<file path="src/rtl/muldiv_pkg.sv">
// Shared definitions for the RV32M multiply/divide unit: funct3 op
// encodings, FSM state enumeration and the parameter legality check.
package muldiv_pkg;

   // RV M-extension funct3 encodings, also imported by the CPU decoder
   typedef enum logic [2:0] {
      OP_MUL    = 3'b000,
      OP_MULH   = 3'b001,
      OP_MULHSU = 3'b010,
      OP_MULHU  = 3'b011,
      OP_DIV    = 3'b100,
      OP_DIVU   = 3'b101,
      OP_REM    = 3'b110,
      OP_REMU   = 3'b111
   } op_e;

   typedef enum logic [1:0] {
      S_IDLE = 2'd0,
      S_CALC = 2'd1,
      S_DONE = 2'd2
   } state_e;

   // XLEN: power of two, at least 8. UNROLL: 1, 2 or 4 and divides XLEN.
   function automatic bit unroll_ok(input int xlen, input int unroll);
      bit ok;
      ok = (unroll == 1) || (unroll == 2) || (unroll == 4);
      ok = ok && (xlen >= 8) && ((xlen & (xlen - 1)) == 0);
      ok = ok && ((xlen % unroll) == 0);
      return ok;
   endfunction

endpackage

</file>
<file path="src/rtl/muldiv.sv">
// Iterative RV32M multiply/divide unit: shift-add multiply and restoring
// divide on magnitudes, UNROLL result bits per CALC cycle, sign fix-up
// on the final CALC edge.
// Ports: clk, reset_n (async, active low); in_valid/in_ready with
// op/a/b/rd_in; flush; out_valid/out_ready with result/rd_out; busy.
module muldiv
   import muldiv_pkg::*;
#(
   parameter int XLEN   = 32,
   parameter int UNROLL = 1
) (
   input  logic            clk,
   input  logic            reset_n,
   input  logic            in_valid,
   output logic            in_ready,
   input  logic [2:0]      op,
   input  logic [XLEN-1:0] a,
   input  logic [XLEN-1:0] b,
   input  logic [4:0]      rd_in,
   input  logic            flush,
   output logic            out_valid,
   input  logic            out_ready,
   output logic [XLEN-1:0] result,
   output logic [4:0]      rd_out,
   output logic            busy
);

   localparam int STEPS = XLEN / UNROLL;
   localparam int CW    = (STEPS > 1) ? $clog2(STEPS) : 1;
   localparam logic [CW-1:0] LAST = CW'(STEPS - 1);
   localparam logic [XLEN-1:0] MIN_NEG = {1'b1, {(XLEN-1){1'b0}}};

   if (!unroll_ok(XLEN, UNROLL)) begin : g_bad_param
      $error("muldiv: illegal XLEN/UNROLL combination");
   end

   state_e          state;
   logic [CW-1:0]   cnt;
   op_e             op_q;
   logic            neg_q;
   logic            neg_r_q;
   logic [XLEN-1:0] m_q;
   logic [XLEN-1:0] hi_q;
   logic [XLEN-1:0] lo_q;
   logic [XLEN-1:0] result_q;
   logic [4:0]      rd_q;

   // ---- accept-side decode ----
   op_e             op_i;
   logic            a_sgn;
   logic            b_sgn;
   logic            a_neg;
   logic            b_neg;
   logic [XLEN-1:0] mag_a;
   logic [XLEN-1:0] mag_b;
   logic            div_zero;
   logic            div_ovf;
   logic [XLEN-1:0] spec_res;

   assign op_i = op_e'(op);

   always_comb begin
      a_sgn = 1'b0;
      b_sgn = 1'b0;
      unique case (op_i)
         OP_MULH, OP_DIV, OP_REM: begin
            a_sgn = 1'b1;
            b_sgn = 1'b1;
         end
         OP_MULHSU: a_sgn = 1'b1;
         default: ;
      endcase
   end

   assign a_neg = a_sgn & a[XLEN-1];
   assign b_neg = b_sgn & b[XLEN-1];
   assign mag_a = a_neg ? -a : a;
   assign mag_b = b_neg ? -b : b;

   // Corner cases resolved at accept time, bypassing CALC
   assign div_zero = op[2] && (b == '0);
   assign div_ovf  = op[2] && !op[0]
                  && (a == MIN_NEG) && (b == '1);

   always_comb begin
      if (div_zero)
         spec_res = op[1] ? a : '1;
      else
         spec_res = op[1] ? '0 : a;
   end

   // ---- per-cycle step: UNROLL iterations ----
   // Multiply: {hi,lo} holds partial product, lo starts as multiplier.
   // Divide:   hi is the partial remainder, lo shifts dividend out and
   //           quotient bits in.
   logic [XLEN-1:0] h_n;
   logic [XLEN-1:0] l_n;
   logic [XLEN:0]   sum;
   logic [XLEN:0]   t;
   logic            qb;

   always_comb begin
      h_n = hi_q;
      l_n = lo_q;
      sum = '0;
      t   = '0;
      qb  = 1'b0;
      for (int i = 0; i < UNROLL; i++) begin
         if (op_q[2]) begin
            t  = {h_n, l_n[XLEN-1]};
            qb = (t >= {1'b0, m_q});
            if (qb)
               t = t - {1'b0, m_q};
            h_n = t[XLEN-1:0];
            l_n = {l_n[XLEN-2:0], qb};
         end else begin
            sum = {1'b0, h_n}
                + (l_n[0] ? {1'b0, m_q} : '0);
            l_n = {sum[0], l_n[XLEN-1:1]};
            h_n = sum[XLEN:1];
         end
      end
   end

   // ---- final sign correction ----
   logic [2*XLEN-1:0] prod;
   logic [2*XLEN-1:0] prod_s;
   logic [XLEN-1:0]   fin_res;

   always_comb begin
      prod   = {h_n, l_n};
      prod_s = neg_q ? -prod : prod;
      if (!op_q[2])
         fin_res = (op_q == OP_MUL) ? prod_s[XLEN-1:0]
                                    : prod_s[2*XLEN-1:XLEN];
      else if (op_q[1])
         fin_res = neg_r_q ? -h_n : h_n;
      else
         fin_res = neg_q ? -l_n : l_n;
   end

   // ---- FSM and datapath registers ----
   always_ff @(posedge clk or negedge reset_n) begin
      if (!reset_n) begin
         state    <= S_IDLE;
         cnt      <= '0;
         op_q     <= OP_MUL;
         neg_q    <= 1'b0;
         neg_r_q  <= 1'b0;
         m_q      <= '0;
         hi_q     <= '0;
         lo_q     <= '0;
         result_q <= '0;
         rd_q     <= '0;
      end else if (flush) begin
         state <= S_IDLE;
         cnt   <= '0;
      end else begin
         unique case (state)
            S_IDLE: begin
               if (in_valid) begin
                  op_q    <= op_i;
                  rd_q    <= rd_in;
                  neg_q   <= a_neg ^ b_neg;
                  neg_r_q <= a_neg;
                  cnt     <= '0;
                  if (div_zero || div_ovf) begin
                     result_q <= spec_res;
                     state    <= S_DONE;
                  end else begin
                     hi_q  <= '0;
                     lo_q  <= op[2] ? mag_a : mag_b;
                     m_q   <= op[2] ? mag_b : mag_a;
                     state <= S_CALC;
                  end
               end
            end
            S_CALC: begin
               hi_q <= h_n;
               lo_q <= l_n;
               if (cnt == LAST) begin
                  cnt      <= '0;
                  result_q <= fin_res;
                  state    <= S_DONE;
               end else begin
                  cnt <= cnt + 1'b1;
               end
            end
            S_DONE: begin
               if (out_ready)
                  state <= S_IDLE;
            end
            default: state <= S_IDLE;
         endcase
      end
   end

   assign in_ready  = (state == S_IDLE) && !flush;
   assign busy      = (state != S_IDLE);
   assign out_valid = (state == S_DONE);
   assign result    = result_q;
   assign rd_out    = rd_q;

endmodule

</file>
<file path="config.mk">
export PLATFORM = sky130hd
export DESIGN_NAME = muldiv
export DESIGN_NICKNAME = d
export VERILOG_FILES = /design/src/rtl/muldiv_pkg.sv /design/src/rtl/muldiv.sv
export SDC_FILE = /design/constraint.sdc
export NUM_CORES = 1
export LEC_CHECK = 0
export ABC_CLOCK_PERIOD_IN_PS = 14400
export CORE_MARGIN = 8
export CORE_UTILIZATION = 47
export DETAILED_ROUTE_END_ITERATION = 7
export GPL_TIMING_DRIVEN = 1
export PLACE_DENSITY = 0.66
export SYNTH_ARGS = -nofsm -noshare
export SYNTH_HDL_FRONTEND = slang
export SYNTH_SLANG_ARGS = --single-unit
</file>
<file path="constraint.sdc">
create_clock -name clk -period 14.4 [get_ports clk]
set_input_delay 3.6 -clock clk [delete_from_list [all_inputs] [get_ports clk]]
set_output_delay 3.6 -clock clk [all_outputs]
set_load 0.005 [all_outputs]
</file>
==> results of run 1 <==
==> worst min-delay path, stage by stage (launching register included) <==
cell and delay [ns]:
sky130_fd_sc_hd__dfrtp_1 0.36, sky130_fd_sc_hd__nand2_1 0.06, sky130_fd_sc_hd__o41ai_1 0.05
==> power by group <==
| group | internal (W) | switching [W] |
|---|---|---|
| combinational | 0.000800 | 0.00152 |
| clock | 0.000241 | 0.000198 |
| sequential | 0.000490 | 0.000127 |
==> final cells by class <==
cell class	instances	area, um2
diodes	1	2.502
clock buffers	19	442.9
clock inverters	13	111.4
fillers	3521	16720
inverters	82	307.8
multi-input cells	1899	12110
flip-flops and latches	145	3632
well taps	461	576.8
repair buffers	137	1318
==> cell usage after synthesis (10+ instances only) <==
master	number
sky130_fd_sc_hd__nand2_1	273
sky130_fd_sc_hd__o21ai_0	240
sky130_fd_sc_hd__a21oi_1	235
sky130_fd_sc_hd__nor2_1	186
sky130_fd_sc_hd__dfrtp_1	145
sky130_fd_sc_hd__xnor2_1	95
sky130_fd_sc_hd__clkbuf_1	84
sky130_fd_sc_hd__inv_1	80
sky130_fd_sc_hd__xor2_1	73
sky130_fd_sc_hd__ha_1	71
sky130_fd_sc_hd__mux2i_1	58
sky130_fd_sc_hd__nor3_1	58
sky130_fd_sc_hd__and2_1	46
sky130_fd_sc_hd__buf_2	36
sky130_fd_sc_hd__nand3_1	36
sky130_fd_sc_hd__a211oi_1	34
sky130_fd_sc_hd__nand4_1	31
sky130_fd_sc_hd__a31oi_1	30
sky130_fd_sc_hd__o31ai_1	25
sky130_fd_sc_hd__a22o_1	23
sky130_fd_sc_hd__nor4_1	23
sky130_fd_sc_hd__or3_1	21
sky130_fd_sc_hd__mux2_2	20
sky130_fd_sc_hd__nand2b_1	19
sky130_fd_sc_hd__o21a_1	19
sky130_fd_sc_hd__o211ai_1	18
sky130_fd_sc_hd__a21o_1	17
sky130_fd_sc_hd__nor2b_1	11
sky130_fd_sc_hd__o21ai_1	11
sky130_fd_sc_hd__and3_1	10
sky130_fd_sc_hd__o22ai_1	10
sky130_fd_sc_hd__o41ai_1	10
==> through the flow <==
| step | hold WS, ns | utilization [%] | std cells | setup WS [ns] |
|---|---|---|---|---|
| 6_report | 0.4988 | 52.54 | 2757 | 5.776 |
| 3_5_place_dp | 0.4669 | 50.96 | 2724 | 5.799 |
| 4_1_cts | 0.4817 | 52.53 | 2756 | 5.786 |
| 5_1_grt | 0.5166 | 52.53 | 2756 | 5.725 |
| 3_3_place_gp | 0.4631 | 50.96 | 2724 | 5.813 |
| 2_1_floorplan | 0.4639 | - | 2264 | 6.943 |
==> worst min path at each step <==
stage	from	end	slack, ns	cells after the start
detailed placement	result[15]	result[15]	0.47	2
CTS	result[15]	result[15]	0.48	2
floorplan	m_q[12]	m_q[12]	0.46	2
global route	rd_out[3]	rd_out[3]	0.52	1
finish	result[15]	result[15]	0.50	2
global placement	result[15]	result[15]	0.46	2
==> registers in the layout (all words and copies together) (netlist names) <==
| name | flops |
|---|---|
| neg_r_q | 1 |
| lo_q | 32 |
| cnt | 5 |
| hi_q | 32 |
| m_q | 32 |
| rd_out | 5 |
| neg_q | 1 |
| state | 2 |
| result | 32 |
| op_q | 3 |
==> routing by layer <==
metal / track usage (%) / share of wire [%] / wire, um / vias to the layer above
met5: 0 / 0 / 0 / -
met4: 15.89 / 5.2 / 3531 / 0
met3: 5.231 / 8.0 / 5424 / 152
met2: 49.68 / 44 / 30210 / 820
met1: 42.80 / 42 / 28870 / 8499
li1: - / - / - / 8322
==> kinds of logic (layout without fill, tap and decap cells) <==
family | count (synthesis) | count (layout) | synth area share, %
AOI/OAI and AO/OA | 801 | 801 | 30.72
and+or+nand+nor | 779 | 779 | 22.67
buffers and inverters | 220 | 251 | 5.555
xor gates and xnor gates | 168 | 168 | 8.841
DFF | 145 | 145 | 21.80
muxes | 78 | 78 | 4.841
adders and majority gates | 73 | 73 | 5.578
other | 0 | 1 | 0
==> Implementation_results.wiki, run 1 <==
{| class="wikitable"
! Metric !! Value
|-
| Critical path data required time || 10.80 ns
|-
| Congestion Overflow GR || 0
|-
| Worst voltage drop across the vdd grid || 0.0001103 V
|-
| Area of the mapped netlist || 16640 um2
|-
| Synthesized instance count || 2264
|-
| Maximum number of buffers from clock root to sink || 2
|-
| Commonest non-fill, non-tap cells in the layout || sky130_fd_sc_hd__nand2_1, sky130_fd_sc_hd__o21ai_0, sky130_fd_sc_hd__a21oi_1
|-
| Count of unresolved DRC violations after routing || 0
|-
| Synth warn || 0
|-
| Total number of vias || 17793
|-
| Sum of internal, switching and leakage power || 0.003374 W
|-
| Fin Clk Skew || 0.01504 ns
|-
| Antenna violations before repair || 0
|-
| Buffers on Ports || 116
|-
| Post-CTS setup buffer count || 0
|-
| Residual antenna-violating net count after detailed routing || 0
|-
| Fraction of the yosys area taken by sequential cells || 21.80%
|-
| Run status || finished clean
|-
| Total power divided by cell area || 182.3 nW/um2
|-
| Reg clk slew, reported paths || 0.07 ns
|-
| Total GRT Usage || 32.06%
|-
| GP Congestion || 0.9787
|-
| Data arrival, critical path || 5.02 ns
|-
| Crit path cell chain || clkdlybuf4s50_1 -> nor3_1 -> clkdlybuf4s50_1
|-
| Boundary pin count || 117
|-
| Standard-cell rows || 69
|-
| DIE WIDTH || 204.2 um
|-
| Share of flip-flops with an asynchronous set or reset after synthesis || 100.0%
|-
| H-Tree Level Count || 4
|-
| Final routed wirelength across all metal layers || 68040 um
|-
| Layout Cell Area excl Fill || 18510 um2
|-
| Startpoint of the worst register-to-register path || hi_q[29]
|-
| Number of pins exceeding their max-slew limit in the final report || 0
|-
| Area grow syn2layout || 11.19%
|-
| Setup repair after global routing missed its margin || false
|-
| Worst Reg2Reg Path Length in Cells || 19
|-
| Area of the placeable core || 35220 um2
|-
| Max stage delay cell, worst path || sky130_fd_sc_hd__clkdlybuf4s50_1
|-
| Pin count of the biggest net entering global routing || 121
|-
| Vias per Instance || 6.454
|-
| Share of post-route cells with drive strength above 1 || 5.664%
|-
| Starting utilization of the core area || 47.25%
|-
| Clock tree from TritonCTS || built
|-
| Placed wire-length estimate || 53510 um
|-
| Violation count after the first detailed-routing iteration || 1863
|-
| Delay of the slowest cell on the worst path || 0.58 ns
|-
| Register-to-register path setup slack || 7.80 ns
|-
| Reg-to-reg critical path endpoint || result[2]
|-
| Die footprint || 41690 um2
|-
| Nets in the synthesized netlist || 2414
|-
| Critical path destination || in_ready
|-
| Post-synthesis cell type count || 106
|-
| Leakage Power || 7.497 nW
|-
| DR WL/cell || 24.68 um
|-
| Crit. Startpoint || flush
|-
| Crit share post-route || 59.89%
|-
| Vias in the first global route || 16529
|-
| Clock latency at the later pin of the worst-skew pair || 0.46 ns
|-
| Net count, final || 2432
|-
| Resized Gates After CTS || 0
|-
| Capturing element type of the critical path || output pin
|-
| Fraction of synthesized cell area taken by the top area cell type || 21.80%
|-
| Cts bufs inserted || 17
|-
| Global-route wire length before repair || 102900 um
|-
| Actual transition at the worst max-transition pin || 1.282 ns
|-
| Most frequent standard cell in the layout excluding fill and tap cells || sky130_fd_sc_hd__nand2_1
|-
| Startpoint Class || primary input
|-
| Cell taking the most area after synthesis || sky130_fd_sc_hd__dfrtp_1
|-
| Max Fclk || 116.0 MHz
|-
| Average cell area after synthesis || 7.351 um2
|-
| Worst path top cell family by delay || buffers and inverters
|-
| Final hold violations || 0
|-
| Clock tree sinks || 145
|-
| Number of search-and-repair iterations in the first detailed-routing pass || 6
|-
| Flip-flop cell with the highest count after synthesis || sky130_fd_sc_hd__dfrtp_1
|-
| Clock period minus worst slack || 8.624 ns
|-
| Post-detailed-placement cell area || 17950 um2
|-
| Die boundary height || 204.2 um
|-
| Setup violators final || 0
|-
| Buffers & Inverters on Critical Path || 2
|-
| Number of flops mapped to enable cells by yosys || 0
|-
| Type of the worst min-delay path || register to register
|-
| Setup TNS || 0 ns
|-
| Most used cell along the critical path || sky130_fd_sc_hd__clkdlybuf4s50_1
|-
| Worst Setup Path Type || primary input to output pin
|-
| Critical-path maximum fanout || 6
|-
| Flip-flop and latch count after synthesis || 145
|-
| Worst slew margin relative to its limit || 13.63%
|-
| Top cells by area, synth || sky130_fd_sc_hd__dfrtp_1, sky130_fd_sc_hd__o21ai_0, sky130_fd_sc_hd__a21oi_1, sky130_fd_sc_hd__nand2_1, sky130_fd_sc_hd__ha_1
|-
| Root buf cell || sky130_fd_sc_hd__clkbuf_16
|-
| Cell count along the critical path || 3
|-
| Max capacitance violation total || 0
|-
| CTS Hold Buffers Added || 0
|}
(Power assumes the default switching activity.)
==> inputs of run 2 (changes only) <==
--- a/config.mk
+++ b/config.mk
@@ -5,12 +5,12 @@
 export SDC_FILE = /design/constraint.sdc
 export NUM_CORES = 1
 export LEC_CHECK = 0
-export ABC_CLOCK_PERIOD_IN_PS = 14400
+export ABC_CLOCK_PERIOD_IN_PS = 7800
 export CORE_MARGIN = 8
 export CORE_UTILIZATION = 47
 export DETAILED_ROUTE_END_ITERATION = 7
 export GPL_TIMING_DRIVEN = 1
-export PLACE_DENSITY = 0.66
+export PLACE_DENSITY = 0.69
 export SYNTH_ARGS = -nofsm -noshare
 export SYNTH_HDL_FRONTEND = slang
 export SYNTH_SLANG_ARGS = --single-unit
==> constraint.sdc (replaced) <==
create_clock -name clk -period 7.8 [get_ports clk]
set_input_delay 1.95 -clock clk [delete_from_list [all_inputs] [get_ports clk]]
set_output_delay 1.95 -clock clk [all_outputs]
set_load 0.005 [all_outputs]
==> run 2 against run 1 <==
Non-clock buffer count is 2 higher; register-to-register slack worse by 6.3 ns; critical path type is now register to register; critical endpoint is now result[20]; cell count about the same; design area increased by 0.39%; worst setup slack worse by 4.2 ns; hold slack got worse by 0.0082 ns.
==> Implementation_results.wiki, run 2 (synthesized netlist as in run 1, its figures left out) <==
{| class="wikitable"
! Metric !! Value
|-
| Run status || finished clean
|-
| Actual transition at the worst max-transition pin || 1.234 ns
|-
| Pin count of the biggest net entering global routing || 89
|-
| Crit share post-route || 80.43%
|-
| Final setup slack of the worst path || 1.527 ns
|-
| Most frequent standard cell in the layout excluding fill and tap cells || sky130_fd_sc_hd__nand2_1
|-
| Cells on Worst Hold Path || 2
|-
| Critical-path maximum fanout || 13
|-
| Register-to-register path setup slack || 1.53 ns
|-
| Resized Gates After CTS || 0
|-
| Setup violators final || 0
|-
| Leakage Power || 7.529 nW
|-
| Clock latency at the later pin of the worst-skew pair || 0.46 ns
|-
| Worst slew margin relative to its limit || 17.73%
|-
| DR WL/cell || 24.39 um
|-
| Reg clk slew, reported paths || 0.07 ns
|-
| Type of the worst min-delay path || register to register
|-
| Starting utilization of the core area || 47.25%
|-
| Area of the placeable core || 35220 um2
|-
| DIE WIDTH || 204.2 um
|-
| Startpoint of the worst register-to-register path || hi_q[29]
|-
| Placed insts || 2726
|-
| Maximum number of buffers from clock root to sink || 2
|-
| Fin Clk Skew || 0.01061 ns
|-
| Standard-cell rows || 69
|-
| Post-CTS setup buffer count || 0
|-
| Final hold violations || 0
|-
| Total power divided by cell area || 339.0 nW/um2
|-
| Buffers on Ports || 116
|-
| Worst voltage drop across the vdd grid || 0.0002069 V
|-
| Violation count after the first detailed-routing iteration || 2030
|-
| Final std cells w/o fill || 2759
|-
| Net count, final || 2434
|-
| H-Tree Level Count || 4
|-
| Die footprint || 41690 um2
|-
| Setup repair after global routing missed its margin || false
|-
| Worst Reg2Reg Path Length in Cells || 17
|-
| Global-route wire length before repair || 102500 um
|-
| Final routed wirelength across all metal layers || 67290 um
|-
| Total number of vias || 17982
|-
| Area grow syn2layout || 11.62%
|-
| Max Fclk || 159.4 MHz
|-
| Clock tree sinks || 145
|-
| Worst Setup Path Type || register to register
|-
| Share of post-route cells with drive strength above 1 || 5.703%
|-
| Number of search-and-repair iterations in the first detailed-routing pass || 8
|-
| Clock period minus worst slack || 6.273 ns
|-
| Number of pins exceeding their max-slew limit in the final report || 0
|-
| Congestion Overflow GR || 0
|-
| Launch instance of the worst min-delay path || result[15]
|-
| Max capacitance violation total || 0
|-
| Commonest non-fill, non-tap cells in the layout || sky130_fd_sc_hd__nand2_1, sky130_fd_sc_hd__o21ai_0, sky130_fd_sc_hd__a21oi_1
|-
| Residual antenna-violating net count after detailed routing || 0
|-
| Vias per Instance || 6.518
|-
| Clock tree from TritonCTS || built
|-
| Count of unresolved DRC violations after routing || 0
|-
| Cts bufs inserted || 17
|-
| GP Congestion || 1.025
|-
| Vias in the first global route || 16788
|-
| Sum of internal, switching and leakage power || 0.006298 W
|-
| Data arrival, critical path || 6.63 ns
|-
| Reg-to-reg critical path endpoint || result[20]
|-
| Worst-case hold path end point || result[15]
|-
| Boundary pin count || 117
|-
| Startpoint Class || register
|-
| Die boundary height || 204.2 um
|-
| Final hold slack || 0.4906 ns
|-
| Total GRT Usage || 31.62%
|-
| Post-placement worst setup slack || 1.331 ns
|-
| CTS Hold Buffers Added || 0
|-
| Critical path data required time || 8.15 ns
|-
| Antenna violations before repair || 3
|-
| Root buf cell || sky130_fd_sc_hd__clkbuf_16
|-
| Capturing element type of the critical path || register
|-
| Placed wire-length estimate || 52790 um
|-
| Setup TNS || 0 ns
|}
==> run 2: cell types whose count changed in the layout (fill, tap and decap cells not counted) <==
| cell | delta |
|---|---|
| sky130_fd_sc_hd__clkinv_2 | -4 |
| sky130_fd_sc_hd__inv_6 | +1 |
| sky130_fd_sc_hd__buf_4 | +2 |
| sky130_fd_sc_hd__bufinv_16 | +2 |
| sky130_fd_sc_hd__clkbuf_1 | +1 |
| sky130_fd_sc_hd__clkbuf_8 | +1 |
| sky130_fd_sc_hd__clkinv_4 | -1 |
==> run 2: per-stage QoR <==
stage               util [%]  area, um2
detailed placement     51.00      17960
CTS                    52.74      18580
global route           52.74      18580
global placement       51.00      17960
finish                 52.74      18580
floorplan                  -      16640
==> run 2: how the worst max path moves through the flow <==
| stage | startpoint | to | slack, ns | cells after the start |
|---|---|---|---|---|
| 2_1_floorplan | op_q[2] | result[26] | 2.65 | 21 |
| 3_3_place_gp | b[6] | lo_q[8] | 1.43 | 13 |
| 3_5_place_dp | b[6] | lo_q[5] | 1.33 | 12 |
| 4_1_cts | hi_q[29] | result[8] | 1.77 | 19 |
| 5_1_grt | m_q[30] | result[8] | 1.39 | 20 |
| 6_report | hi_q[29] | result[20] | 1.53 | 17 |
==> run 2: per-layer routing <==
metal	global-route usage, %	routed length [um]	vias to the layer above
met1	41.14	27400	8514
met2	49.56	30220	943
li1	-	-	8331
met5	0	88	-
met4	14.25	3259	4
met3	7.053	6327	190
==> run 2: critical path, stage by stage (launching register included) <==
cell,delay (ns)
sky130_fd_sc_hd__dfrtp_1,0.42
sky130_fd_sc_hd__ha_1,0.35
sky130_fd_sc_hd__a21o_1,0.19
sky130_fd_sc_hd__a211oi_1,0.69
sky130_fd_sc_hd__and3_1,0.67
sky130_fd_sc_hd__a31oi_4,0.33
sky130_fd_sc_hd__a21oi_1,0.31
sky130_fd_sc_hd__ha_1,0.23
sky130_fd_sc_hd__o21ai_0,0.15
sky130_fd_sc_hd__or4_4,0.48
sky130_fd_sc_hd__or2_1,0.29
sky130_fd_sc_hd__or3_1,0.41
sky130_fd_sc_hd__or2_1,0.46
sky130_fd_sc_hd__nor3_1,0.45
sky130_fd_sc_hd__a21o_1,0.20
sky130_fd_sc_hd__xor2_1,0.22
sky130_fd_sc_hd__nor2_1,0.08
sky130_fd_sc_hd__o31ai_1,0.24
==> run 2: cell type report <==
| type | count | area (um2) |
|---|---|---|
| Multi-Input combinational cell | 1899 | 12110 |
| Clock buffer | 21 | 460.4 |
| Antenna cell | 1 | 2.502 |
| Sequential cell | 145 | 3632 |
| Fill cell | 3511 | 16650 |
| Timing Repair Buffer | 139 | 1333 |
| Clock inverter | 11 | 151.4 |
| Inverter | 82 | 307.8 |
| Tap cell | 461 | 576.8 |
==> run 2: power breakdown <==
group / internal (W) / switching, W / total, W
Combinational: 0.00148 / 0.00279 / 0.00426
Sequential: 0.000905 / 0.000244 / 0.00115
Clock: 0.000522 / 0.000363 / 0.000885
